--- src/rtl/ppu_frame_writer.sv ---
// Packs four visible PPU pixels into 24-bit words, queues them, and streams them to a
// framebuffer write port. A new frame starts on FRAME_START; FRAME_DONE fires once the last word has left.
module ppu_frame_writer #(
    parameter int FIFO_DEPTH = 16,
    parameter int ADDR_W     = 14,
    parameter int FB_BASE    = 0,
    localparam int LVL_W     = $clog2(FIFO_DEPTH + 1)
) (
    input  logic              PPU_SLOW_CLOCK,
    input  logic              RST,
    input  logic              PIX_VALID,
    input  logic [5:0]        PIX_DATA,
    input  logic [7:0]        PIX_X,
    input  logic [7:0]        PIX_Y,
    input  logic              FRAME_START,
    output logic [ADDR_W-1:0] FB_WR_ADDR,
    output logic [23:0]       FB_WR_DATA,
    output logic              FB_WR_VALID,
    input  logic              FB_WR_READY,
    output logic [LVL_W-1:0]  FIFO_LEVEL,
    output logic              OVERFLOW,
    output logic              FRAME_DONE
);
    localparam int PTR_W = (FIFO_DEPTH > 1) ? $clog2(FIFO_DEPTH) : 1;

    typedef enum logic [1:0] {S_IDLE, S_CAPTURE, S_DRAIN} state_t;

    state_t              r_state;
    logic [5:0]          r_lane [4];
    logic [ADDR_W-1:0]   r_mem_addr [FIFO_DEPTH];
    logic [23:0]         r_mem_data [FIFO_DEPTH];
    logic [PTR_W-1:0]    r_wr_ptr;
    logic [PTR_W-1:0]    r_rd_ptr;
    logic [LVL_W-1:0]    r_count;
    logic                r_overflow;
    logic                r_frame_done;

    logic                w_capture;
    logic                w_accept;
    logic                w_push;
    logic                w_full;
    logic                w_pop;
    logic                w_push_ok;
    logic                w_drop;
    logic                w_last;
    logic [5:0]          w_lane_next [4];
    logic [23:0]         w_word;
    logic [ADDR_W-1:0]   w_addr;

    // A pixel arriving with FRAME_START already belongs to the new frame.
    assign w_capture = FRAME_START || (r_state == S_CAPTURE);
    assign w_accept  = w_capture && PIX_VALID && (PIX_Y < 8'd240);
    assign w_push    = w_accept && (PIX_X[1:0] == 2'd3);
    assign w_full    = (r_count == LVL_W'(FIFO_DEPTH));
    assign w_pop     = (r_count != '0) && FB_WR_READY;
    assign w_push_ok = w_push && (!w_full || w_pop);
    assign w_drop    = w_push && !w_push_ok;
    assign w_last    = w_push && (PIX_X == 8'd255) && (PIX_Y == 8'd239);

    always_comb begin
        for (int k = 0; k < 4; k++) begin
            w_lane_next[k] = FRAME_START ? 6'd0 : r_lane[k];
            if (w_accept && (PIX_X[1:0] == 2'(k)))
                w_lane_next[k] = PIX_DATA;
        end
    end

    assign w_word = {w_lane_next[3], w_lane_next[2], w_lane_next[1], w_lane_next[0]};
    assign w_addr = ADDR_W'(FB_BASE) + ADDR_W'({PIX_Y, 6'd0}) + ADDR_W'(PIX_X[7:2]);

    always_ff @(posedge PPU_SLOW_CLOCK or posedge RST) begin
        if (RST) begin
            r_state      <= S_IDLE;
            r_frame_done <= 1'b0;
            r_overflow   <= 1'b0;
        end else begin
            r_frame_done <= 1'b0;
            if (FRAME_START) begin
                r_state <= w_last ? S_DRAIN : S_CAPTURE;
            end else begin
                case (r_state)
                    S_CAPTURE: if (w_last) r_state <= S_DRAIN;
                    S_DRAIN: begin
                        if (r_count == '0) begin
                            r_frame_done <= 1'b1;
                            r_state      <= S_IDLE;
                        end
                    end
                    default: r_state <= S_IDLE;
                endcase
            end
            if (w_drop)
                r_overflow <= 1'b1;
            else if (FRAME_START)
                r_overflow <= 1'b0;
        end
    end

    always_ff @(posedge PPU_SLOW_CLOCK or posedge RST) begin
        if (RST) begin
            for (int k = 0; k < 4; k++) r_lane[k] <= 6'd0;
            r_wr_ptr <= '0;
            r_rd_ptr <= '0;
            r_count  <= '0;
        end else begin
            for (int k = 0; k < 4; k++) r_lane[k] <= w_lane_next[k];
            if (w_push_ok) r_wr_ptr <= r_wr_ptr + 1'b1;
            if (w_pop)     r_rd_ptr <= r_rd_ptr + 1'b1;
            case ({w_push_ok, w_pop})
                2'b10:   r_count <= r_count + 1'b1;
                2'b01:   r_count <= r_count - 1'b1;
                default: r_count <= r_count;
            endcase
        end
    end

    // Storage needs no reset: the read port is masked whenever the FIFO is empty.
    always_ff @(posedge PPU_SLOW_CLOCK) begin
        if (w_push_ok) begin
            r_mem_addr[r_wr_ptr] <= w_addr;
            r_mem_data[r_wr_ptr] <= w_word;
        end
    end

    assign FB_WR_VALID = (r_count != '0);
    assign FB_WR_ADDR  = FB_WR_VALID ? r_mem_addr[r_rd_ptr] : '0;
    assign FB_WR_DATA  = FB_WR_VALID ? r_mem_data[r_rd_ptr] : '0;
    assign FIFO_LEVEL  = r_count;
    assign OVERFLOW    = r_overflow;
    assign FRAME_DONE  = r_frame_done;

endmodule
--- config.mk ---
export PLATFORM = sky130hd
export DESIGN_NAME = ppu_frame_writer
export DESIGN_NICKNAME = d
export VERILOG_FILES = /design/src/rtl/ppu_frame_writer.sv
export SDC_FILE = /design/constraint.sdc
export NUM_CORES = 1
export LEC_CHECK = 0
export CORE_ASPECT_RATIO = 0.8
export CORE_UTILIZATION = 50
export DETAILED_ROUTE_END_ITERATION = 6
export PLACE_DENSITY = 0.69
export SLEW_MARGIN = 10
export SYNTH_ARGS = -nofsm -noshare
export SYNTH_HDL_FRONTEND = slang
export SYNTH_SLANG_ARGS = --single-unit
--- constraint.sdc ---
create_clock -name PPU_SLOW_CLOCK -period 3.2 [get_ports PPU_SLOW_CLOCK]
set_input_delay 0.8 -clock PPU_SLOW_CLOCK [delete_from_list [all_inputs] [get_ports PPU_SLOW_CLOCK]]
set_output_delay 0.8 -clock PPU_SLOW_CLOCK [all_outputs]
set_load 0.02 [all_outputs]
==> results of run 1 <==
==> critical path: stages (launching register included) <==
cell and delay, ns:
sky130_fd_sc_hd__dfrtp_4 0.51, sky130_fd_sc_hd__buf_6 0.14, sky130_fd_sc_hd__buf_12 0.13, sky130_fd_sc_hd__buf_16 0.15
sky130_fd_sc_hd__buf_12 0.15, sky130_fd_sc_hd__mux4_2 0.48, sky130_fd_sc_hd__mux2i_4 0.20, sky130_fd_sc_hd__o22ai_4 0.10
sky130_fd_sc_hd__buf_6 0.14
==> through the flow <==
stage          worst slack, ns  TNS, ns
2_1_floorplan          -0.5832   -88.65
3_3_place_gp           -0.4613  -114.99
3_5_place_dp           -0.4767  -116.95
4_1_cts                -0.2653   -7.045
5_1_grt                -0.3174   -8.694
6_report               -0.2420   -6.787
==> area by class of cell <==
cell class                      instances  area share, %
Sequential cell                       649          60.67
Multi-Input combinational cell        422          19.85
Timing Repair Buffer                  264          10.49
Clock buffer                           81          5.067
Tap cell                              675          2.655
Clock inverter                         30          1.054
Inverter                               18         0.2124
==> state kept, by name, indices dropped and copies added, names as in the netlist <==
signal and count:
r_wr_ptr 4, r_state 2, r_rd_ptr 4, OVERFLOW 1, r_mem_data 384, FRAME_DONE 1, r_lane 24, r_mem_addr 224
FIFO_LEVEL 5
==> per-layer routing <==
layer	vias to the layer above	share of wire (%)	track usage, %
li1	5341	-	-
met1	6709	42	33.51
met2	523	48	36.69
met3	84	7.5	4.769
met4	0	2.2	6.688
met5	-	0	0
==> placed cells by master (no fill, tap or decap), types with 11 or more instances in the layout <==
cell and instances:
sky130_fd_sc_hd__nand2b_1 14, sky130_fd_sc_hd__clkdlybuf4s50_1 32, sky130_fd_sc_hd__o21ai_0 20, sky130_fd_sc_hd__o22ai_1 11, sky130_fd_sc_hd__buf_4 95, sky130_fd_sc_hd__buf_6 49, sky130_fd_sc_hd__buf_12 68, sky130_fd_sc_hd__clkbuf_16 65
sky130_fd_sc_hd__mux4_2 152, sky130_fd_sc_hd__edfxtp_1 608, sky130_fd_sc_hd__inv_1 17, sky130_fd_sc_hd__clkbuf_1 19, sky130_fd_sc_hd__and2_2 12, sky130_fd_sc_hd__clkinv_1 11, sky130_fd_sc_hd__o22ai_4 21, sky130_fd_sc_hd__mux2i_2 16
sky130_fd_sc_hd__mux2i_4 30, sky130_fd_sc_hd__dfrtp_1 38, sky130_fd_sc_hd__nand2_1 20, sky130_fd_sc_hd__mux2i_1 31
==> what timing repair did <==
| item | CTS | global route |
|---|---|---|
| setup endpoints to repair | 39 | 40 |
| hold endpoints to repair | 0 | 0 |
| cloned | 9 | 4 |
| gates resized for setup | 276 | 123 |
| pin swaps | 15 | 23 |
| setup buffers | 22 | 19 |
==> kinds of logic after synthesis <==
| family | Yosys count | synth area share [%] |
|---|---|---|
| DFF | 649 | 76.71 |
| adders and majority gates | 9 | 0.4779 |
| muxes | 236 | 17.00 |
| buffers and inverters | 78 | 1.503 |
| AOI/OAI and AO/OA | 74 | 1.892 |
| and+or+nand+nor | 93 | 2.101 |
| xor gates and xnor gates | 9 | 0.3136 |
==> path summary, 6_finish.rpt <==
kind / startpoint / to / slack [ns] / cells after the start
min: r_state[0] / FRAME_DONE / 0.52 / 3
max: r_rd_ptr[0] / FB_WR_DATA[18] / -0.24 / 8
min reg2reg: r_state[0] / FRAME_DONE / 0.52 / 3
max in group asynchronous: RST / r_lane[8] / 1.90 / 3
min in group asynchronous: RST / r_rd_ptr[3] / 0.60 / 2
max reg2reg: FIFO_LEVEL[3] / FIFO_LEVEL[4] / 0.32 / 11
==> where the power goes <==
group | leakage (nW) | switching, mW | internal [mW]
Combinational | 3.64 | 5.58 | 6.20
Clock | 0.938 | 3.06 | 4.02
Sequential | 6.09 | 0.196 | 9.57
Total | 10.7 | 8.84 | 19.8
==> reports/qor.yml, run 1 <==
clock_network:
  cts_tree: "yes"
  cts_buffers: 60
  buffers_from_clock_root_to_sink_at_most: 3
  ctsHoldBuffers: 0
  clkTransAtPathRegs_ns: 0.06
  cts_root_buffer: "sky130_fd_sc_hd__clkbuf_16"
  cts_htree_levels: 2
  clock_sink_count: 649
  insertion_delay_ns: 0.64
routing:
  postRouteAntennaNets: 0
  detail_route.vias_per_cell: 5.917
  remaining_drc_errors: 0
  avgRoutedWirePerCell_um: 28.13
  vias: 12657
  drt_pre_antenna_iters: 7
  route.final.wire_length_um: 60160
  dr.first_iter.drc_count: 1125
die:
  design.die.area_um2: 51180
  std_cell_rows: 73
  die_width_um: 252.7
  pin_count: 73
  dieHeight_um: 202.5
  core_area_um2: 49690
  floorplan.initialDensity_pct: 50.59
synth:
  flop_and_latch_count_out_of_synthesis: 649
  synth_area_um2: 25140
  synthArstFlopShare_pct: 6.317
  synth.top_cell.area_share_pct: 72.63
  syn-instance-count: 1148
  synth.avg_cell_area_um2: 21.90
  number_of_flops_mapped_to_enable_cells_by_yosys: 608
  synth-warning-count: 0
  netlist_top_cells_count: "608 x sky130_fd_sc_hd__edfxtp_1, 152 x sky130_fd_sc_hd__mux4_2, 77 x sky130_fd_sc_hd__mux2i_1, 41 x sky130_fd_sc_hd__dfrtp_1, 38 x sky130_fd_sc_hd__o22ai_1"
  seq_area_frac_synth_pct: 76.71
  post_synth_main_area_contributors: "sky130_fd_sc_hd__edfxtp_1 73%, sky130_fd_sc_hd__mux4_2 14%, sky130_fd_sc_hd__dfrtp_1 4.1%"
  netlist.top_cell.by_area: "sky130_fd_sc_hd__edfxtp_1"
  synth_most_common_cell: "sky130_fd_sc_hd__edfxtp_1"
  yosys.cell_types.count: 47
  synth.net_count: 1184
  synth_top_flop_cell: "sky130_fd_sc_hd__edfxtp_1"
sta:
  maxSlewViolCount: 0
  grt_setup_unrepaired: "yes"
  setup_slack_after_layout_ns: -0.2420
  final_period_minus_worst_setup_slack_ns: 3.442
  maxSlewHeadroom_pct: 22.81
  post-route-period-util_pct: 107.6
  worst_pin_slew_ns: 1.154
  final-setup-viol-count: 38
  worst_clock_skew_ns: 0.02951
  holdWs_ns: 0.5221
  fmax_mhz: 290.5
  hold_violations: 0
worst_setup_path:
  endpoint_kind: "output pin"
  crit_path_max_fanout: 8
  criticalPathCategory: "reg2out"
  worstPathRequired_ns: 2.40
  critical_path_arrival_ns: 2.64
  setup.worst_path.start_class: "flop"
global_routing:
  global_route.overflow_total: 0
  grt_first_pass_wirelength_um: 85370
  grt.total_usage_pct: 23.36
  maximum_number_of_pins_on_one_net_before_global_route_repair: 35
  first_global_vias: 12997
  antenna_violations_before_repair: 0
cells_and_area:
  fin_cells: 2139
  area_used_by_multi_input_combinational_logic_um2: 6314
  num_antenna_cells: 0
  final-seq-area_um2: 19290
  fill_cells: 3262
  nNetsFinal: 1451
  area_growth_syn_to_layout_pct: 26.53
  utilization_pct: 64.01
  stdcell_area_um2: 31800
  drive_above_1_share_pct: 39.07
status:
  failing_checks: "setup timing"
  run_status: "finished, violations left"
flow_run:
  drv_cap: 0
placed_design:
  port_buffers: 72
  place_congestion: 0.7679
  place_area_um2: 28290
  number_of_placed_instances_taps_included: 1980
  dp_hpwl_um: 33580
pwr:
  total_power_mw: 28.62
  cellLeakagePower_nw: 10.66
  max-vdd-ir-drop_uv: 570.7
  pwr_density_nw_per_um2: 900.0
worst_hold_path:
  hold_class: "reg2reg"
Power figures use the tool's default switching activity.
==> run 2, diff against run 1 <==
--- a/config.mk
+++ b/config.mk
@@ -7,7 +7,9 @@
 export LEC_CHECK = 0
 export CORE_ASPECT_RATIO = 0.8
 export CORE_UTILIZATION = 50
+export CTS_CLUSTER_SIZE = 28
 export DETAILED_ROUTE_END_ITERATION = 6
+export HOLD_SLACK_MARGIN = 0.02
 export PLACE_DENSITY = 0.69
 export SLEW_MARGIN = 10
 export SYNTH_ARGS = -nofsm -noshare
==> results of run 2 <==
The final DEF is identical to that of run 1; final timing and power are the same.
==> run 3, diff against run 2 <==
--- a/config.mk
+++ b/config.mk
@@ -11,7 +11,7 @@
 export DETAILED_ROUTE_END_ITERATION = 6
 export HOLD_SLACK_MARGIN = 0.02
 export PLACE_DENSITY = 0.69
-export SLEW_MARGIN = 10
+export SLEW_MARGIN = 0
 export SYNTH_ARGS = -nofsm -noshare
 export SYNTH_HDL_FRONTEND = slang
 export SYNTH_SLANG_ARGS = --single-unit
==> results of run 3 <==
The final DEF is identical to that of run 1; final timing and power are the same.
